### config.mk
export PLATFORM = sky130hd
export DESIGN_NAME = harmonic_sequencer
export DESIGN_NICKNAME = d
export VERILOG_FILES = /design/src/rtl/harmonic_sequencer_pkg.sv /design/src/rtl/saturate_32_to_16.sv /design/src/rtl/harmonic_sequencer.sv
export SDC_FILE = /design/constraint.sdc
export NUM_CORES = 1
export LEC_CHECK = 0
export ABC_CLOCK_PERIOD_IN_PS = 7500
export BUFFER_PORTS_ARGS = -buffer_cell sky130_fd_sc_hd__buf_2
export CAP_MARGIN = 20
export CORE_ASPECT_RATIO = 0.5
export CORE_MARGIN = 4
export CORE_UTILIZATION = 30
export CTS_BUF_LIST = sky130_fd_sc_hd__clkbuf_4
export CTS_CLUSTER_DIAMETER = 150
export CTS_CLUSTER_SIZE = 16
export DETAILED_ROUTE_END_ITERATION = 6
export SYNTH_ARGS = -nofsm -noshare
export SYNTH_HDL_FRONTEND = slang
export SYNTH_SLANG_ARGS = --single-unit
### constraint.sdc
create_clock -name i_Clock -period 7.5 [get_ports i_Clock]
set_input_delay 2.25 -clock i_Clock [delete_from_list [all_inputs] [get_ports i_Clock]]
set_output_delay 2.25 -clock i_Clock [all_outputs]
set_load 0.01 [all_outputs]
### src/rtl/harmonic_sequencer_pkg.sv
// Shared synthesis constants for the harmonic sequencer and its adder.
// The package holds the state encoding, the 16-bit saturation limits and the harmonic bound.
package harmonic_sequencer_pkg;

  typedef enum logic [2:0] {
    S_IDLE,
    S_CLEAR,
    S_FETCH,
    S_START,
    S_GUARD,
    S_WAIT,
    S_NEXT,
    S_OUTPUT
  } state_t;

  localparam int MAX_HARMONICS_DEFAULT = 64;

  localparam logic signed [31:0] SAT_MAX = 32'sd32767;
  localparam logic signed [31:0] SAT_MIN = -32'sd32768;

endpackage

### src/rtl/saturate_32_to_16.sv
// Combinational clamp of a signed 32-bit accumulator into the signed 16-bit range.
module saturate_32_to_16
  import harmonic_sequencer_pkg::*;
(
  input  logic signed [31:0] value,
  output logic signed [15:0] result
);

  always_comb begin
    if (value > SAT_MAX) begin
      result = SAT_MAX[15:0];
    end else if (value < SAT_MIN) begin
      result = SAT_MIN[15:0];
    end else begin
      result = value[15:0];
    end
  end

endmodule

### src/rtl/harmonic_sequencer.sv
// Steps through N harmonics, feeding table samples to an external multiply-accumulate
// adder, then saturates the running total into one 16-bit output sample.
module harmonic_sequencer
  import harmonic_sequencer_pkg::*;
#(
  parameter int MAX_HARMONICS = MAX_HARMONICS_DEFAULT,
  parameter int DONE_TIMEOUT  = 15
) (
  input  logic               i_Clock,
  input  logic               i_Reset,
  input  logic               i_Sample_Req,
  input  logic [6:0]         i_Harmonic_Count,
  output logic [5:0]         o_Harmonic,
  input  logic signed [15:0] i_Sine,
  input  logic signed [15:0] i_Scale,
  output logic               o_Start,
  output logic signed [15:0] o_Multiple,
  output logic signed [15:0] o_Sample,
  output logic               o_Clear_Accumulator,
  input  logic               i_Adder_Done,
  input  logic signed [31:0] i_Accumulator,
  output logic signed [15:0] o_Output_Sample,
  output logic               o_Sample_Valid,
  output logic               o_Busy,
  output logic               o_Overrun,
  output logic               o_Error
);

  localparam int                WAIT_W    = $clog2(DONE_TIMEOUT + 1);
  localparam logic [6:0]        MAX_N     = 7'(MAX_HARMONICS);
  localparam logic [WAIT_W-1:0] WAIT_LAST = WAIT_W'(DONE_TIMEOUT - 1);

  state_t             state;
  state_t             state_next;
  logic [6:0]         n;
  logic [WAIT_W-1:0]  wait_cnt;
  logic               timeout;
  logic               last_harmonic;
  logic signed [15:0] saturated;

  saturate_32_to_16 u_saturate (
    .value  (i_Accumulator),
    .result (saturated)
  );

  assign timeout       = (state == S_WAIT) && !i_Adder_Done && (wait_cnt == WAIT_LAST);
  assign last_harmonic = ({1'b0, o_Harmonic} + 7'd1) >= n;
  assign o_Busy        = (state != S_IDLE);
  // Requests arriving while busy (OUTPUT included) are dropped and only flagged.
  assign o_Overrun     = i_Sample_Req && o_Busy;

  // NOTE: sequential state uses non-blocking (<=) so every flop samples pre-edge values.
  always_ff @(posedge i_Clock or posedge i_Reset) begin
    if (i_Reset) begin
      state <= S_IDLE;
    end else begin
      state <= state_next;
    end
  end

  // NOTE: every output of this block gets a default first, so no path can infer a latch.
  always_comb begin
    state_next          = state;
    o_Start             = 1'b0;
    o_Clear_Accumulator = 1'b0;
    case (state)
      S_IDLE:   if (i_Sample_Req) state_next = S_CLEAR;
      S_CLEAR: begin
        o_Clear_Accumulator = 1'b1;
        state_next          = (n == '0) ? S_OUTPUT : S_FETCH;
      end
      S_FETCH:  state_next = S_START;
      S_START: begin
        o_Start    = 1'b1;
        state_next = S_GUARD;
      end
      // The adder lowers its done flag one cycle late, so GUARD never looks at it.
      S_GUARD:  state_next = S_WAIT;
      S_WAIT: begin
        if (i_Adder_Done) begin
          state_next = S_NEXT;
        end else if (timeout) begin
          o_Clear_Accumulator = 1'b1;
          state_next          = S_IDLE;
        end
      end
      S_NEXT:   state_next = last_harmonic ? S_OUTPUT : S_FETCH;
      S_OUTPUT: state_next = S_IDLE;
      default:  state_next = S_IDLE;
    endcase
  end

  always_ff @(posedge i_Clock or posedge i_Reset) begin
    if (i_Reset) begin
      n               <= '0;
      wait_cnt        <= '0;
      o_Harmonic      <= '0;
      o_Multiple      <= '0;
      o_Sample        <= '0;
      o_Output_Sample <= '0;
      o_Sample_Valid  <= 1'b0;
      o_Error         <= 1'b0;
    end else begin
      o_Sample_Valid <= 1'b0;
      case (state)
        S_IDLE: begin
          if (i_Sample_Req) begin
            n          <= (i_Harmonic_Count > MAX_N) ? MAX_N : i_Harmonic_Count;
            o_Harmonic <= '0;
          end
        end
        S_FETCH: begin
          o_Multiple <= i_Scale;
          o_Sample   <= i_Sine;
        end
        S_GUARD:  wait_cnt <= '0;
        S_WAIT: begin
          wait_cnt <= wait_cnt + 1'b1;
          if (timeout) o_Error <= 1'b1;
        end
        S_NEXT:   if (!last_harmonic) o_Harmonic <= o_Harmonic + 6'd1;
        S_OUTPUT: begin
          o_Output_Sample <= saturated;
          o_Sample_Valid  <= 1'b1;
        end
        default: ;
      endcase
    end
  end

endmodule

# Word-level counts from Yosys, hierarchy flattened
# Index checks and enable logic that the tools add are counted.
# word_totals
regBits,70
out_inout_bits,60
elab_cells,58
# classes
addsub,3
order_cmp,4
n_eq_ne,11
n_mux,18
reduce_logical,13
# op_table
operator,n
> comparator 32 x 16 -> 1 bit (second input constant),1
less-than comparator 32 x 16 -> 1 bit (second input constant),1
2-to-1 mux 16 bit,2
one-hot mux 3 bit (8 select lines),1
2-to-1 mux 3 bit,5
== test 3 bit (second input constant),4
2-to-1 mux 6 bit,2
one-hot mux 6 bit (2 select lines),1
one-hot mux 4 bit (2 select lines),1
adder 6 x 1 -> 7 bit (second input constant),1
greater-or-equal comparator 7 bit,1
> comparator 7 bit (second input constant),1
zero test 7 bit,1
2-to-1 mux 7 bit,1
adder 6 x 1 -> 6 bit (second input constant),1
== test 3 x 2 -> 1 bit (second input constant),2
AND reduction 2 bit,3
adder 4 x 1 -> 4 bit (second input constant),1
== test 4 bit (second input constant),1
2-to-1 mux 1 bit,4
!= test 2 bit (second input constant),2
nonzero test 2 bit,2
== test 3 x 1 -> 1 bit (second input constant),1
logical AND 1 bit,3
6 further kinds,6

# Longest topological paths before layout
# depth
ltp_word,6
mapped_depth,9
depth_no_buf,9

# Cells and area by module
# From an unflattened synthesis, not the netlist that was laid out.
# hier_totals
cells_unflattened,276
hier_area_um2,3367.0
# by_module_without_submodules
module,instances,cells_per_inst,area_each_um2
harmonic_sequencer,1,248,3135.5
saturate_32_to_16,1,28,231.5

# Worst setup path before layout
# OpenSTA, ideal clock, no wires.
# synth_path
path_kind,input to output
startpoint,input port i_Adder_Done
endpoint,output port o_Clear_Accumulator
arrival_ns,2.731
path_slack_ns,2.519
cell_stages,2
n_path_buf,0
cell_sequence,or3_1 nand2_1
# synth_between
elab_chain_len,6
# synth_rtl
element,line,text
"start, declared",harmonic_sequencer.sv:20,"input logic i_Adder_Done,"
zero test 1 bit,harmonic_sequencer.sv:46,assign timeout = (state == S_WAIT) && !i_Adder_Done && (wait_cnt == WAIT_LAST);
logical AND 1 bit (2 in series),harmonic_sequencer.sv:46,
2-to-1 mux 1 bit,harmonic_sequencer.sv:82,end else if (timeout) begin
2-to-1 mux 1 bit *,harmonic_sequencer.sv:80,if (i_Adder_Done) begin
one-hot mux 1 bit (2 select lines) *,harmonic_sequencer.sv:66,case (state)
"end, declared",harmonic_sequencer.sv:19,"output logic o_Clear_Accumulator,"
# Mark *: on every way between the ends. The rest lies on a longest branch, timed or not.

# Worst setup path after layout
# Ends and elaborated chain as after synthesis.

==> impl_results.md <==
- RSZ-0062 raised after global routing: false
- Seq/Total Area, Yosys: 53.09%
- CP endpoint kind: output port
- CTS max path bufs: 2
- Setup violations, final: 0
- Hold_ws: 490.6 ps
- Relative slew slack: 39.96%
- Compound-Gate Fraction of Synth Area: 11.79%
- WL final: 7941 µm
- CTS tree: done
- Clock root cell: clkbuf_4
- Logic gate share of total power: 44.1%
- Syn nets: 376
- Layout cells sized above 1: 47.58%
- HP Class: reg2reg
- Post-Synthesis Cells: 291
- Drt first pass iters: 4
- Synth warnings: 0
- CORE AREA: 0.01048 mm²
- DR vias: 2,568
- Hold buffers post-CTS: 0
- Final Cycle Share: 69.14%
- Total clock sinks: 70
- Worst Setup Start Kind: input port
- EDFF count, synth: 0
- Psw: 0.0006417 W
- Cell Area, Synth: 0.003299 mm²
- Residual overflow from global routing: 0
- Status: completed
- Insertion delay to the later sink of the worst-skew pair: 430 ps
- Synth top area share: 53.09%
- Fraction of the mapped netlist area in adder cells: 3.792%
- Top post-synthesis cells by count: dfrtp_1, mux2_2, nand2_1, nor2_1, inv_1
- Most common cell in the synthesized netlist: dfrtp_1
- Post-synthesis mux area share: 11.57%
- H-tree Lvls: 3
- Fmax: 192.9 MHz
- Cts bufs inserted: 9
- Inserted Diodes: 0
- Pwr Density: 401.1 mW/mm²
- Row count: 26
- Die W: 156.3 µm
- Max Slew Vio Count: 0
- Worst-Margin Slew: 897.5 ps
- Crit path kind: in2out
- #FFs+latches synth: 70
- Post-CTS Resized: 0
- Minimum clock period: 5185 ps
- Per-cell routed wire length: 13.86 µm
- Dominant synthesized flop cell: dfrtp_1
- Drt via density: 4.482
- Peak supply drop: 0.0001091 V
- Critical Path AT: 2940 ps
- Clock Power Share: 16.1%
- LEAKAGE: 2.079 nW
- Max Cap Viol: 0
- Cell accounting for the most synthesized area: dfrtp_1
- Seq pwr share: 39.8%
- DR iter-0 viols: 116
- Synthesis-to-layout area growth: 29.12%
- Main combinational cell family by area after synthesis: simple AND/OR/NAND/NOR gates
- Starting Density: 31.50%
- DIE HEIGHT: 82.16 µm
- Max FO, Critical Path: 3
- Internal power: 0.001067 W
- Gr usage total: 12.68%
- Port Buf Inserts: 134
- Nets: 513
- Area contributors post-synth: dfrtp_1, mux2_2, ha_1
- Die area: 0.01284 mm²
- Post-CTS Repair Setup Buffers: 0
- First-pass GRT wire length: 12,540 µm
- Avg Cell Area, Syn: 11.34 µm²
- # IOs: 135
- Final hold vios: 0
- Sw Share: 37.55%
- Largest net degree at the start of global routing: 71
- Synth Area in XOR/XNOR: 0.7964%
- Post-synthesis cell type count: 43
- Detailed Place HPWL: 5929 µm
- Total negative setup slack: 0 ps
- Asr flop ratio synth: 100.0%
- DRC viols: 0
- Routed Antenna Nets: 0
- Gpl congestion: 0.7439
- Initial antenna violation count: 0
- Post-synthesis simple-gate area fraction: 15.24%
- Via count of the first global-routing pass: 2,611
- Setup skew after layout: 19.35 ps
- Reg clk slew, reported paths: 110 ps
- CP Data Required Time: 5250 ps
worst paths after layout:
kind | from | endpoint | slack [ps] | depth (start not counted)
max reg2reg | o_Harmonic[0]$_DFFE_PP0P_ | o_Harmonic[4]$_DFFE_PP0P_ | 5040 | 9
max in group asynchronous | i_Reset | o_Multiple[9]$_DFFE_PP0P_ | 4840 | 3
min in group asynchronous | i_Reset | wait_cnt[3]$_DFFE_PP0P_ | 2090 | 3
max | i_Adder_Done | o_Clear_Accumulator | 2310 | 4
min reg2reg | n[5]$_DFFE_PP0P_ | n[5]$_DFFE_PP0P_ | 490 | 2
min | n[5]$_DFFE_PP0P_ | n[5]$_DFFE_PP0P_ | 490 | 2
worst max-delay path: stages:
cell,delay (ps)
buf_2,110
or3_1,380
nand2_1,70
buf_2,120
cells by family (layout without fill, tap and decap cells):
group                    count (synthesis)  in the layout
AO/OA/AOI/OAI                           47             47
XOR/XNOR                                 3              3
adder cells (fa/ha/maj)                 10             10
buffers and inverters                   25            167
flip-flops                              70             70
multiplexers                            34             34
AND/OR/NAND/NOR                        102            102
cells in the final DEF (no fill, tap or decap), drive strengths merged, types with 3 or more instances in the layout:
cell type / synthesis / layout
clkbuf: 2 / 11
inv: 14 / 14
nor4: 5 / 5
ha: 10 / 10
dfrtp: 70 / 70
nor2: 25 / 25
mux2: 33 / 33
nand3: 12 / 12
o21ai: 12 / 12
a21oi: 18 / 18
nand2b: 14 / 14
nand4: 5 / 5
nand2: 34 / 34
buf: 9 / 137
clkinv: 0 / 3
a21o: 4 / 4
power groups by stage:
stage          logic, W  registers (W)  clock network (W)
2_1_floorplan  0.000464       0.000727                  0
3_3_place_gp   0.000757       0.000685                  0
3_5_place_dp   0.000772       0.000689                  0
4_1_cts        0.000773       0.000681           0.000292
5_1_grt        0.000839       0.000707           0.000308
6_report       0.000754       0.000679           0.000275
routing by layer:
layer | GRT usage, % | part of all wire, %
met1 | 14.43 | 42
met2 | 22.99 | 53
met3 | 3.800 | 3.7
met4 | 4.675 | 1.4
met5 | 0 | 0
per-stage QoR:
step                total power, W  cell area, µm²  utilization (%)  setup WS, ps  instances
floorplan                 0.001190            3299                -          2519        291
global placement          0.001442            4104            39.18          2331        557
detailed placement        0.001461            4104            39.18          2318        557
CTS                       0.001747            4260            40.67          2313        573
global route              0.001854            4260            40.67          2271        573
finish                    0.001709            4260            40.67          2315        573
registers in the layout, summed over array words and instances, names as in the netlist:
register	count
n	7
o_Harmonic	6
wait_cnt	4
o_Error	1
o_Multiple	16
o_Output_Sample	16
o_Sample	16
o_Sample_Valid	1
state	3
final cells by class:
type | count | area, µm²
clock inverter | 5 | 73.82
timing repair buffer | 137 | 693.2
inverter | 14 | 52.55
multi-input combinational | 196 | 1431
tap | 140 | 175.2
sequential | 70 | 1752
fill | 1058 | 6215
clock buffer | 11 | 82.58
Power figures use the tool's default switching activity.
